--- src/rtl/dmem_arbiter_pkg.sv ---
// -----------------------------------------------------------------------------
// dmem_pkg
// Shared definitions for the data-memory arbiter and the memory block it
// feeds: default bus widths and the arbiter FSM state encoding.
// -----------------------------------------------------------------------------
package dmem_pkg;

    // Default widths, shared with the data-memory block.
    localparam int ADDR_W_DEF = 8;
    localparam int DATA_W_DEF = 8;

    // Arbiter FSM states.
    //   ST_IDLE    : no host request pending.
    //   ST_WAIT    : host request pending and denied; wait counter running.
    //   ST_HOLDOFF : one cycle after a forced host grant; host cannot be forced.
    typedef enum logic [1:0] {
        ST_IDLE    = 2'd0,
        ST_WAIT    = 2'd1,
        ST_HOLDOFF = 2'd2
    } state_t;

endpackage

--- src/rtl/dmem_arbiter_if.sv ---
// -----------------------------------------------------------------------------
// dmem_arbiter_if
// Bundles the three sides of the data-memory arbiter:
//   CPU  : cpu_ld, cpu_store, cpu_rd_addr, cpu_wr_addr, cpu_wr_data,
//          cpu_rd_data, cpu_stall
//   Host : host_req, host_we, host_addr, host_wdata, host_gnt,
//          host_rdata, host_valid
//   Mem  : data_rd_addr, data_wr_addr, datamem_wr_data, store_to_mem,
//          datamem_rd_data
// Modports:
//   slave  : the arbiter (receives CPU/host requests, drives the memory).
//   master : the surroundings (CPU, host and memory models).
// Handshake: host_req is a level request held until host_gnt; a cycle with
// host_req & host_gnt is exactly one completed access. A CPU access is
// completed in every cycle where cpu_ld|cpu_store is high and cpu_stall is low.
// -----------------------------------------------------------------------------
interface dmem_arbiter_if
    import dmem_pkg::*;
#(
    parameter int ADDR_W = ADDR_W_DEF,
    parameter int DATA_W = DATA_W_DEF
);
    // CPU side
    logic              cpu_ld;
    logic              cpu_store;
    logic [ADDR_W-1:0] cpu_rd_addr;
    logic [ADDR_W-1:0] cpu_wr_addr;
    logic [DATA_W-1:0] cpu_wr_data;
    logic [DATA_W-1:0] cpu_rd_data;
    logic              cpu_stall;

    // Host side
    logic              host_req;
    logic              host_we;
    logic [ADDR_W-1:0] host_addr;
    logic [DATA_W-1:0] host_wdata;
    logic              host_gnt;
    logic [DATA_W-1:0] host_rdata;
    logic              host_valid;

    // Memory side
    logic [ADDR_W-1:0] data_rd_addr;
    logic [ADDR_W-1:0] data_wr_addr;
    logic [DATA_W-1:0] datamem_wr_data;
    logic              store_to_mem;
    logic [DATA_W-1:0] datamem_rd_data;

    modport slave (
        input  cpu_ld, cpu_store, cpu_rd_addr, cpu_wr_addr, cpu_wr_data,
        output cpu_rd_data, cpu_stall,
        input  host_req, host_we, host_addr, host_wdata,
        output host_gnt, host_rdata, host_valid,
        output data_rd_addr, data_wr_addr, datamem_wr_data, store_to_mem,
        input  datamem_rd_data
    );

    modport master (
        output cpu_ld, cpu_store, cpu_rd_addr, cpu_wr_addr, cpu_wr_data,
        input  cpu_rd_data, cpu_stall,
        output host_req, host_we, host_addr, host_wdata,
        input  host_gnt, host_rdata, host_valid,
        input  data_rd_addr, data_wr_addr, datamem_wr_data, store_to_mem,
        output datamem_rd_data
    );

endinterface

--- src/rtl/dmem_arbiter.sv ---
// -----------------------------------------------------------------------------
// dmem_arbiter
// Shares one data-memory port (async read, clocked write) between the CPU
// load/store path and a host port. The CPU wins by default; a wait counter
// forces a host grant after STARVE_LIMIT denied cycles, and a one-cycle
// holdoff after a forced grant lets the CPU through before the host can be
// forced again.
// Ports:
//   clk            : system clock, all state on posedge.
//   reset          : synchronous, active-high.
//   bus            : dmem_arbiter_if.slave (CPU, host and memory signals).
//   o_dbg_state    : current FSM state.
//   o_dbg_wait_cnt : current wait counter.
// STARVE_LIMIT must lie in 1..15 (the counter is 4 bits).
// -----------------------------------------------------------------------------
module dmem_arbiter
    import dmem_pkg::*;
#(
    parameter int ADDR_W       = ADDR_W_DEF,
    parameter int DATA_W       = DATA_W_DEF,
    parameter int STARVE_LIMIT = 4
) (
    input  logic                 clk,
    input  logic                 reset,
    dmem_arbiter_if.slave        bus,
    output state_t               o_dbg_state,
    output logic [3:0]           o_dbg_wait_cnt
);

    localparam logic [3:0] LIMIT = 4'(STARVE_LIMIT);

    state_t            r_state;
    state_t            w_next_state;
    logic [3:0]        r_wait_cnt;
    logic [3:0]        w_next_cnt;
    logic [DATA_W-1:0] r_host_rdata;
    logic              r_host_valid;

    logic              w_cpu_act;
    logic              w_force_ok;
    logic              w_host_gnt;
    logic              w_forced;
    logic [ADDR_W-1:0] w_rd_addr;
    logic [ADDR_W-1:0] w_wr_addr;
    logic [DATA_W-1:0] w_wr_data;
    logic              w_store;

    // Grant decision is purely combinational within the cycle. Forcing is
    // only possible from WAIT with a full count, so HOLDOFF never forces.
    assign w_cpu_act  = bus.cpu_ld | bus.cpu_store;
    assign w_force_ok = (r_state == ST_WAIT) && (r_wait_cnt == LIMIT);
    assign w_host_gnt = bus.host_req & ~reset & (~w_cpu_act | w_force_ok);
    // A grant while the CPU is active can only have come from forcing.
    assign w_forced   = w_host_gnt & w_cpu_act;

    // Memory port mux: host path only on a grant, CPU path otherwise
    // (including throughout reset, since the grant is masked by reset).
    always_comb begin
        w_rd_addr = bus.cpu_rd_addr;
        w_wr_addr = bus.cpu_wr_addr;
        w_wr_data = bus.cpu_wr_data;
        w_store   = bus.cpu_store;
        if (w_host_gnt) begin
            w_rd_addr = bus.host_addr;
            w_wr_addr = bus.host_addr;
            w_wr_data = bus.host_wdata;
            w_store   = bus.host_we;
        end
    end

    assign bus.data_rd_addr    = w_rd_addr;
    assign bus.data_wr_addr    = w_wr_addr;
    assign bus.datamem_wr_data = w_wr_data;
    assign bus.store_to_mem    = w_store;
    assign bus.cpu_rd_data     = bus.datamem_rd_data;
    assign bus.cpu_stall       = w_forced;
    assign bus.host_gnt        = w_host_gnt;
    assign bus.host_rdata      = r_host_rdata;
    // Masked by reset so a read granted just before reset never reports.
    assign bus.host_valid      = r_host_valid & ~reset;

    assign o_dbg_state    = r_state;
    assign o_dbg_wait_cnt = r_wait_cnt;

    // Next-state and wait-counter logic.
    always_comb begin
        w_next_state = ST_IDLE;
        w_next_cnt   = 4'd0;
        case (r_state)
            ST_IDLE, ST_HOLDOFF: begin
                // HOLDOFF lasts one cycle; a denied request restarts counting.
                if (bus.host_req && !w_host_gnt) begin
                    w_next_state = ST_WAIT;
                    w_next_cnt   = 4'd1;
                end
            end
            ST_WAIT: begin
                if (!bus.host_req) begin
                    // Request withdrawn: pending count is discarded.
                    w_next_state = ST_IDLE;
                end else if (w_host_gnt) begin
                    w_next_state = w_forced ? ST_HOLDOFF : ST_IDLE;
                end else begin
                    w_next_state = ST_WAIT;
                    w_next_cnt   = (r_wait_cnt >= LIMIT) ? LIMIT : r_wait_cnt + 4'd1;
                end
            end
            default: begin
                w_next_state = ST_IDLE;
            end
        endcase
    end

    always_ff @(posedge clk) begin
        if (reset) begin
            r_state      <= ST_IDLE;
            r_wait_cnt   <= 4'd0;
            r_host_rdata <= '0;
            r_host_valid <= 1'b0;
        end else begin
            r_state      <= w_next_state;
            r_wait_cnt   <= w_next_cnt;
            r_host_valid <= w_host_gnt & ~bus.host_we;
            if (w_host_gnt && !bus.host_we) begin
                r_host_rdata <= bus.datamem_rd_data;
            end
        end
    end

endmodule

--- src/flat_wrapper.sv ---
// flat-port wrapper written by rule: the top's interface ports become plain ports
module dmem_arbiter_flat import dmem_pkg::*;
#(
    parameter int ADDR_W       = ADDR_W_DEF,
    parameter int DATA_W       = DATA_W_DEF,
    parameter int STARVE_LIMIT = 4
)
  (clk, reset, o_dbg_state, o_dbg_wait_cnt, bus_cpu_ld, bus_cpu_store, bus_cpu_rd_addr, bus_cpu_wr_addr, bus_cpu_wr_data, bus_cpu_rd_data, bus_cpu_stall, bus_host_req, bus_host_we, bus_host_addr, bus_host_wdata, bus_host_gnt, bus_host_rdata, bus_host_valid, bus_data_rd_addr, bus_data_wr_addr, bus_datamem_wr_data, bus_store_to_mem, bus_datamem_rd_data);
  dmem_arbiter_if #(.ADDR_W(ADDR_W), .DATA_W(DATA_W)) bus_i ();
  input  logic clk;
  input  logic reset;
  output state_t o_dbg_state;
  output logic [3:0] o_dbg_wait_cnt;
  input wire logic [$bits(bus_i.cpu_ld)-1:0] bus_cpu_ld;
  input wire logic [$bits(bus_i.cpu_store)-1:0] bus_cpu_store;
  input wire logic [$bits(bus_i.cpu_rd_addr)-1:0] bus_cpu_rd_addr;
  input wire logic [$bits(bus_i.cpu_wr_addr)-1:0] bus_cpu_wr_addr;
  input wire logic [$bits(bus_i.cpu_wr_data)-1:0] bus_cpu_wr_data;
  output wire logic [$bits(bus_i.cpu_rd_data)-1:0] bus_cpu_rd_data;
  output wire logic [$bits(bus_i.cpu_stall)-1:0] bus_cpu_stall;
  input wire logic [$bits(bus_i.host_req)-1:0] bus_host_req;
  input wire logic [$bits(bus_i.host_we)-1:0] bus_host_we;
  input wire logic [$bits(bus_i.host_addr)-1:0] bus_host_addr;
  input wire logic [$bits(bus_i.host_wdata)-1:0] bus_host_wdata;
  output wire logic [$bits(bus_i.host_gnt)-1:0] bus_host_gnt;
  output wire logic [$bits(bus_i.host_rdata)-1:0] bus_host_rdata;
  output wire logic [$bits(bus_i.host_valid)-1:0] bus_host_valid;
  output wire logic [$bits(bus_i.data_rd_addr)-1:0] bus_data_rd_addr;
  output wire logic [$bits(bus_i.data_wr_addr)-1:0] bus_data_wr_addr;
  output wire logic [$bits(bus_i.datamem_wr_data)-1:0] bus_datamem_wr_data;
  output wire logic [$bits(bus_i.store_to_mem)-1:0] bus_store_to_mem;
  input wire logic [$bits(bus_i.datamem_rd_data)-1:0] bus_datamem_rd_data;
  assign bus_i.cpu_ld = bus_cpu_ld;
  assign bus_i.cpu_store = bus_cpu_store;
  assign bus_i.cpu_rd_addr = bus_cpu_rd_addr;
  assign bus_i.cpu_wr_addr = bus_cpu_wr_addr;
  assign bus_i.cpu_wr_data = bus_cpu_wr_data;
  assign bus_cpu_rd_data = bus_i.cpu_rd_data;
  assign bus_cpu_stall = bus_i.cpu_stall;
  assign bus_i.host_req = bus_host_req;
  assign bus_i.host_we = bus_host_we;
  assign bus_i.host_addr = bus_host_addr;
  assign bus_i.host_wdata = bus_host_wdata;
  assign bus_host_gnt = bus_i.host_gnt;
  assign bus_host_rdata = bus_i.host_rdata;
  assign bus_host_valid = bus_i.host_valid;
  assign bus_data_rd_addr = bus_i.data_rd_addr;
  assign bus_data_wr_addr = bus_i.data_wr_addr;
  assign bus_datamem_wr_data = bus_i.datamem_wr_data;
  assign bus_store_to_mem = bus_i.store_to_mem;
  assign bus_i.datamem_rd_data = bus_datamem_rd_data;
  dmem_arbiter #(.ADDR_W(ADDR_W), .DATA_W(DATA_W), .STARVE_LIMIT(STARVE_LIMIT)) u_core (.clk(clk), .reset(reset), .bus(bus_i), .o_dbg_state(o_dbg_state), .o_dbg_wait_cnt(o_dbg_wait_cnt));
endmodule
--- config.mk ---
export PLATFORM = sky130hd
export DESIGN_NAME = dmem_arbiter_flat
export DESIGN_NICKNAME = d
export VERILOG_FILES = /design/src/rtl/dmem_arbiter_pkg.sv /design/src/rtl/dmem_arbiter_if.sv /design/src/rtl/dmem_arbiter.sv /design/src/flat_wrapper.sv
export SDC_FILE = /design/constraint.sdc
export NUM_CORES = 1
export LEC_CHECK = 0
export BUFFER_PORTS_ARGS = -buffer_cell sky130_fd_sc_hd__buf_4
export CAP_MARGIN = 20
export CORE_MARGIN = 2
export CORE_UTILIZATION = 37
export DETAILED_ROUTE_END_ITERATION = 10
export PLACE_DENSITY = 0.83
export SLEW_MARGIN = 20
export SYNTH_ARGS = -nofsm -noshare
export SYNTH_HDL_FRONTEND = slang
export SYNTH_SLANG_ARGS = --single-unit
--- constraint.sdc ---
create_clock -name clk -period 3.75 [get_ports clk]
set_input_delay 0.1875 -clock clk [delete_from_list [all_inputs] [get_ports clk]]
set_output_delay 0.1875 -clock clk [all_outputs]
set_load 0.01 [all_outputs]
[Yosys cells after proc, flatten, opt, wreduce, memory -nomap -nowiden]
Index checks and enable logic that the tools add are counted.
Word-level totals
  word-level logic and storage cells: 40
  output and inout port bits: 50
  flip-flop bits (word level): 15
Cells by class
  equal/unequal tests: 3
  add/subtract/negate cells: 1
  reductions and logical operators: 7
  magnitude comparators: 1
  muxes and demuxes: 14
  bitwise operators: 10
Operators with widths (count)
  8-bit 2-to-1 mux: 3
  4-bit 2-to-1 mux: 3
  4-bit one-hot mux with 2 select lines: 1
  2-bit 2-to-1 mux: 3
  1-bit bitwise AND: 5
  4-bit by 1-bit adder with 4-bit output, second input constant: 1
  4-bit by 3-bit equality test with 1-bit output, second input constant: 1
  4-bit by 3-bit >= comparator with 1-bit output, second input constant: 1
  2-bit one-hot mux with 2 select lines: 1
  1-bit logical AND: 3
  1-bit 2-to-1 mux: 3
  1-bit NOT: 3
  2-bit by 1-bit equality test with 1-bit output, second input constant: 1
  2-bit equality test, second input constant: 1
  1-bit zero test: 2
  2-bit zero test: 1
  1-bit bitwise OR: 2
  2-bit OR reduction: 1

[Longest topological paths before layout]
  depth in word-level cells: 9
  mapped depth: 7

[Worst setup path after synthesis]
OpenSTA, ideal clock, no wires.
  kind: reg-to-output
  start point: reg u_core.r_wait_cnt[0], in the netlist u_core.o_dbg_wait_cnt[0]
  end point: out bus_data_rd_addr[0]
  arrival time: 1699 ps
  slack: 1864 ps
  cell stages (with the launch flop): 8
  path through: dfxtp_1 > inv_1 > ha_1 > and4bb_2 > nand2_2 > a21boi_4 > buf_6 > mux2_2
Between the ends
  word-level cells in the longest chain between the ends: 5
RTL lines
  start: declaration: RTL line dmem_arbiter.sv:34  | logic [3:0] r_wait_cnt;
  start signal: assignment: RTL line dmem_arbiter.sv:122  | r_wait_cnt <= w_next_cnt;
  4-bit by 3-bit equality test with 1-bit output: RTL line dmem_arbiter.sv:51  | assign w_force_ok = (r_state == ST_WAIT) && (r_wait_cnt == LIMIT);
  1-bit logical AND: RTL line dmem_arbiter.sv:51
  1-bit bitwise OR: RTL line dmem_arbiter.sv:52  | assign w_host_gnt = bus.host_req & ~reset & (~w_cpu_act | w_force_ok);
  1-bit bitwise AND: RTL line dmem_arbiter.sv:52
  via bus_host_gnt: RTL line flat_wrapper.sv:25  | output wire logic [$bits(bus_i.host_gnt)-1:0] bus_host_gnt;
  8-bit 2-to-1 mux: RTL line dmem_arbiter.sv:63  | if (w_host_gnt) begin
  end: declaration: RTL line flat_wrapper.sv:28  | output wire logic [$bits(bus_i.data_rd_addr)-1:0] bus_data_rd_addr;
The timed path passes the listed nets, and every way through them passes these cells.

[Worst setup path after layout]
  start point: reg u_core.r_wait_cnt[0], in the netlist u_core.o_dbg_wait_cnt[0]
  end point: out bus_data_wr_addr[7]
Between the ends
  word-level cells in the longest chain between the ends: 5
RTL lines
  4-bit by 3-bit equality test with 1-bit output: RTL line dmem_arbiter.sv:51
  1-bit logical AND: RTL line dmem_arbiter.sv:51
  1-bit bitwise OR: RTL line dmem_arbiter.sv:52
  1-bit bitwise AND: RTL line dmem_arbiter.sv:52
  8-bit 2-to-1 mux: RTL line dmem_arbiter.sv:63
  end: declaration: RTL line flat_wrapper.sv:29  | output wire logic [$bits(bus_i.data_wr_addr)-1:0] bus_data_wr_addr;
Every way passes these cells.

==> parameters.txt <==
Parameter                              Value

Synthesis
  Post-synthesis cell type with the largest combined area    sky130_fd_sc_hd__dfxtp_1
  Share of Yosys cell area claimed by the top area cell type    approximately 31%
  Number of nets produced by synthesis    156
  Number of synthesized register bits    15
  Gate count after technology mapping    100
  Number of synthesis warnings    0
  Number of distinct standard cells referenced by the synthesized netlist    23
  Synth top area cells    sky130_fd_sc_hd__dfxtp_1 (31%), sky130_fd_sc_hd__mux2_2 (28%), sky130_fd_sc_hd__mux2i_1 (8.2%)
  Cell area after technology mapping    ~980 µm²
  Fraction of the yosys area taken by sequential cells    a little under a third
  Post-synthesis area per instance    9.82 µm²

Timing
  Slew HR    between 50% and 60%
  Final period utilization    70.2%
  Setup TNS after final layout    0 ns
  Number of hold violations in the final report    0
  Count of final max-slew check failures    0
  Unrepaired setup endpoints after global routing    false
  Worst-case clock skew    0.00515 ns
  Fmax    about 380 MHz
  Worst-margin pin slew    0.738 ns
  # setup viols final    0
  Post-layout minimum cycle time    2.63 ns

Layout
  Number of diodes added for antenna fixing    0
  Post-layout utilization of the core    69.0%
  Fraction of final layout cells sized beyond drive strength 1    68.7%
  Number of nets at the end of the flow    252
  Layout overhead on the synthesized area    75.7%
  Multi-input gate area in the final layout    between 500 and 600 µm²
  Most common library cell in the layout ignoring fill and taps    sky130_fd_sc_hd__buf_4
  # fillers    slightly above 200
  FF+latch area    300 µm²
  Highest-count cells in the layout ignoring fill and taps    sky130_fd_sc_hd__buf_4 (103), sky130_fd_sc_hd__mux2_2 (24), sky130_fd_sc_hd__nor2_1 (15), sky130_fd_sc_hd__dfxtp_1 (15), sky130_fd_sc_hd__mux2i_1 (8)

Worst setup path
  Top fanout value on the critical path    25
  Worst Reg2Reg Path Length in Cells    6
  Critical Path RT    3.56 ns
  Register-to-register setup slack    just under 2 ns
  Number of cells on the critical path    7
  Cell chain of the critical path    inv_1, ha_1, and4bb_2, nand2_2, a21boi_4, mux2_2, buf_4
  Largest stage delay on the critical path    about 0.63 ns
  Critical setup path kind    register to primary output
  Start point of the critical path    u_core.o_dbg_wait_cnt[0]
  Highest-delay cell along the critical path    sky130_fd_sc_hd__a21boi_4
  Type of origin of the critical path    register
  Launch instance of the worst register-to-register path    u_core.o_dbg_wait_cnt[0]
  Crit end category    primary output
  Crit path DAT    2.45 ns
  Buffer and inverter count on the worst path    2
  Critical path destination    bus_data_wr_addr[7]
  Delay-heaviest family, CP    compound AO/OA/AOI/OAI gates
  R2R Path End    u_core.bus.host_rdata[0]

Clocking
  Clock tree from TritonCTS    built
  Reg clk slew, reported paths    0.08 ns
  CTS H-tree lvls    1
  Number of buffers inserted during clock tree synthesis    3
  Longest Clk Path Bufs    2
  Post-CTS Hold Fix Bufs    0
  CTS Sinks    15
  Cts repair resizes    0
  Post-CTS setup buffer count    0
  Insertion delay of the later-clocked pin in the worst-skew pair    0.28 ns
  Cell chosen for the clock root    sky130_fd_sc_hd__clkbuf_4

Route
  Number of routed nets with antenna violations    0
  Violation count after the first detailed-routing iteration    12
  Drt drc    0
  DRT Wirelength    between 2000 and 3000 µm
  Via density per instance    about 4.8
  Routed len/inst    13.1 µm
  Vias    1082
  Length of the first detailed-routing pass in iterations    4

Place
  DPL Wire Length    2580 µm
  Number of port buffers    103
  Weighted congestion at the end of routability-driven global placement    around 0.80

Power
  Share of total power in combinational logic    34.4%
  Leakage power of the design    0.832 nW
  Clock share of power    22.7%
  Maximum VDD drop    roughly 0.00019 V
  Cell-internal power    0.288 mW
  Total power per unit cell area    224 mW/mm²
  Switching share of power    between 20% and 30%
  Share of power burned in registers    between 40% and 50%
  Switching pwr    between 0.09 and 0.1 mW

Floorplan
  Floorplan Core Area    around 0.0025 mm²
  Die height    55.5 µm
  Std cell rows    18
  Die area    around 0.0031 mm²
  Total I/O pin count    104
  Width of the die    55.5 µm
  Starting density of the core    about 39%

Global route
  Number of antenna violations at the first check in global routing    0
  Grt ovf    0
  Number of global-route vias before repair    1052
  Overall fraction of global-route tracks in use    18.7%
  Maximum number of pins on one net before global-route repair    26
  First-pass GRT wire length    4660 µm

Outcome
  Run status    completed

Hold path
  Worst Hold Class    input port to register

Flow run
  Max-cap violations    0
[worst register-to-register path, delay by kind of cell (launching register included)]
family                   cells  cell delay, ns
multiplexers                 1            0.26
AO/OA/AOI/OAI                1            0.49
adder cells (fa/ha/maj)      1            0.17
buffers and inverters        1            0.07
AND/OR/NAND/NOR              2            0.34
flip-flops                   1            0.34
[stage by stage]
step	hold slack, ns	total power [mW]	instance area (µm²)	cells	setup WS, ns
2_1_floorplan	0.335	0.223	982	100	1.86
3_3_place_gp	0.437	0.299	1700	221	1.52
3_5_place_dp	0.450	0.303	1700	221	1.42
4_1_cts	0.156	0.392	1730	225	1.10
5_1_grt	0.157	0.407	1730	225	0.972
6_report	0.158	0.386	1730	225	1.12
[cells by family (layout without fill, tap and decap cells)]
kind of cell | count (synthesis) | in the layout | synth area share (%)
simple gates | 29 | 29 | 14.3
other cells | 1 | 1 | 0.382
mux | 32 | 32 | 35.7
compound gates | 6 | 6 | 5.86
flops | 15 | 15 | 30.6
buf+inv | 15 | 110 | 10.7
fa+ha+maj | 2 | 2 | 2.55
[power groups by stage]
| stage | sequential (mW) | combinational [mW] | clock, mW |
|---|---|---|---|
| after detailed placement | 0.169 | 0.134 | 0 |
| final | 0.165 | 0.133 | 0.0876 |
| after global routing | 0.166 | 0.143 | 0.0991 |
| after floorplan | 0.170 | 0.0534 | 0 |
| after global placement | 0.169 | 0.130 | 0 |
| after CTS | 0.165 | 0.134 | 0.0920 |
[worst min-delay path by stage]
stage | from | endpoint | slack (ns) | cells after the start
2_1_floorplan | bus_datamem_rd_data[0] | u_core.bus.host_rdata[0] | 0.33 | 2
3_3_place_gp | bus_datamem_rd_data[0] | u_core.bus.host_rdata[0] | 0.44 | 3
3_5_place_dp | bus_datamem_rd_data[7] | u_core.bus.host_rdata[7] | 0.45 | 3
4_1_cts | reset | u_core.bus.host_rdata[7] | 0.16 | 2
5_1_grt | bus_datamem_rd_data[3] | u_core.bus.host_rdata[3] | 0.16 | 3
6_report | reset | u_core.bus.host_rdata[6] | 0.16 | 2
[layer usage]
| metal | routed length, µm | up-vias | track usage, % |
|---|---|---|---|
| li1 | - | 529 | - |
| met1 | 995 | 479 | 17.2 |
| met2 | 1610 | 72 | 38.4 |
| met3 | 336 | 2 | 6.09 |
| met4 | 11 | 0 | 4.18 |
| met5 | 0 | - | 0 |
[synthesized netlist by cell type]
master and instances:
sky130_fd_sc_hd__mux2i_1 8, sky130_fd_sc_hd__a21oi_1 2, sky130_fd_sc_hd__ha_1 2, sky130_fd_sc_hd__a221oi_1 1
sky130_fd_sc_hd__nor2_1 15, sky130_fd_sc_hd__conb_1 1, sky130_fd_sc_hd__buf_4 9, sky130_fd_sc_hd__inv_1 3
sky130_fd_sc_hd__nor3_1 2, sky130_fd_sc_hd__mux2_2 24, sky130_fd_sc_hd__a21boi_4 1, sky130_fd_sc_hd__buf_6 2
sky130_fd_sc_hd__nor4bb_1 1, sky130_fd_sc_hd__dfxtp_1 15, sky130_fd_sc_hd__clkbuf_1 1, sky130_fd_sc_hd__nor2b_1 2
sky130_fd_sc_hd__nand2b_1 1, sky130_fd_sc_hd__nand2_2 1, sky130_fd_sc_hd__a32o_1 2, sky130_fd_sc_hd__or2_2 1
sky130_fd_sc_hd__nand3_1 1, sky130_fd_sc_hd__nand2_1 4, sky130_fd_sc_hd__and4bb_2 1
[state kept, by name, indices dropped and copies added, names as in the netlist]
register,cells
u_core.o_dbg_wait_cnt,4
u_core.o_dbg_state,2
u_core.bus.host_rdata,8
u_core.r_host_valid,1
[cell type report]
class,instances,area share [%]
flip-flops and latches,15,17.4
well taps,30,2.18
clock buffers,4,1.52
inverters,3,0.653
multi-input cells,70,33.4
repair buffers,103,44.8
Power figures use the tool's default switching activity.
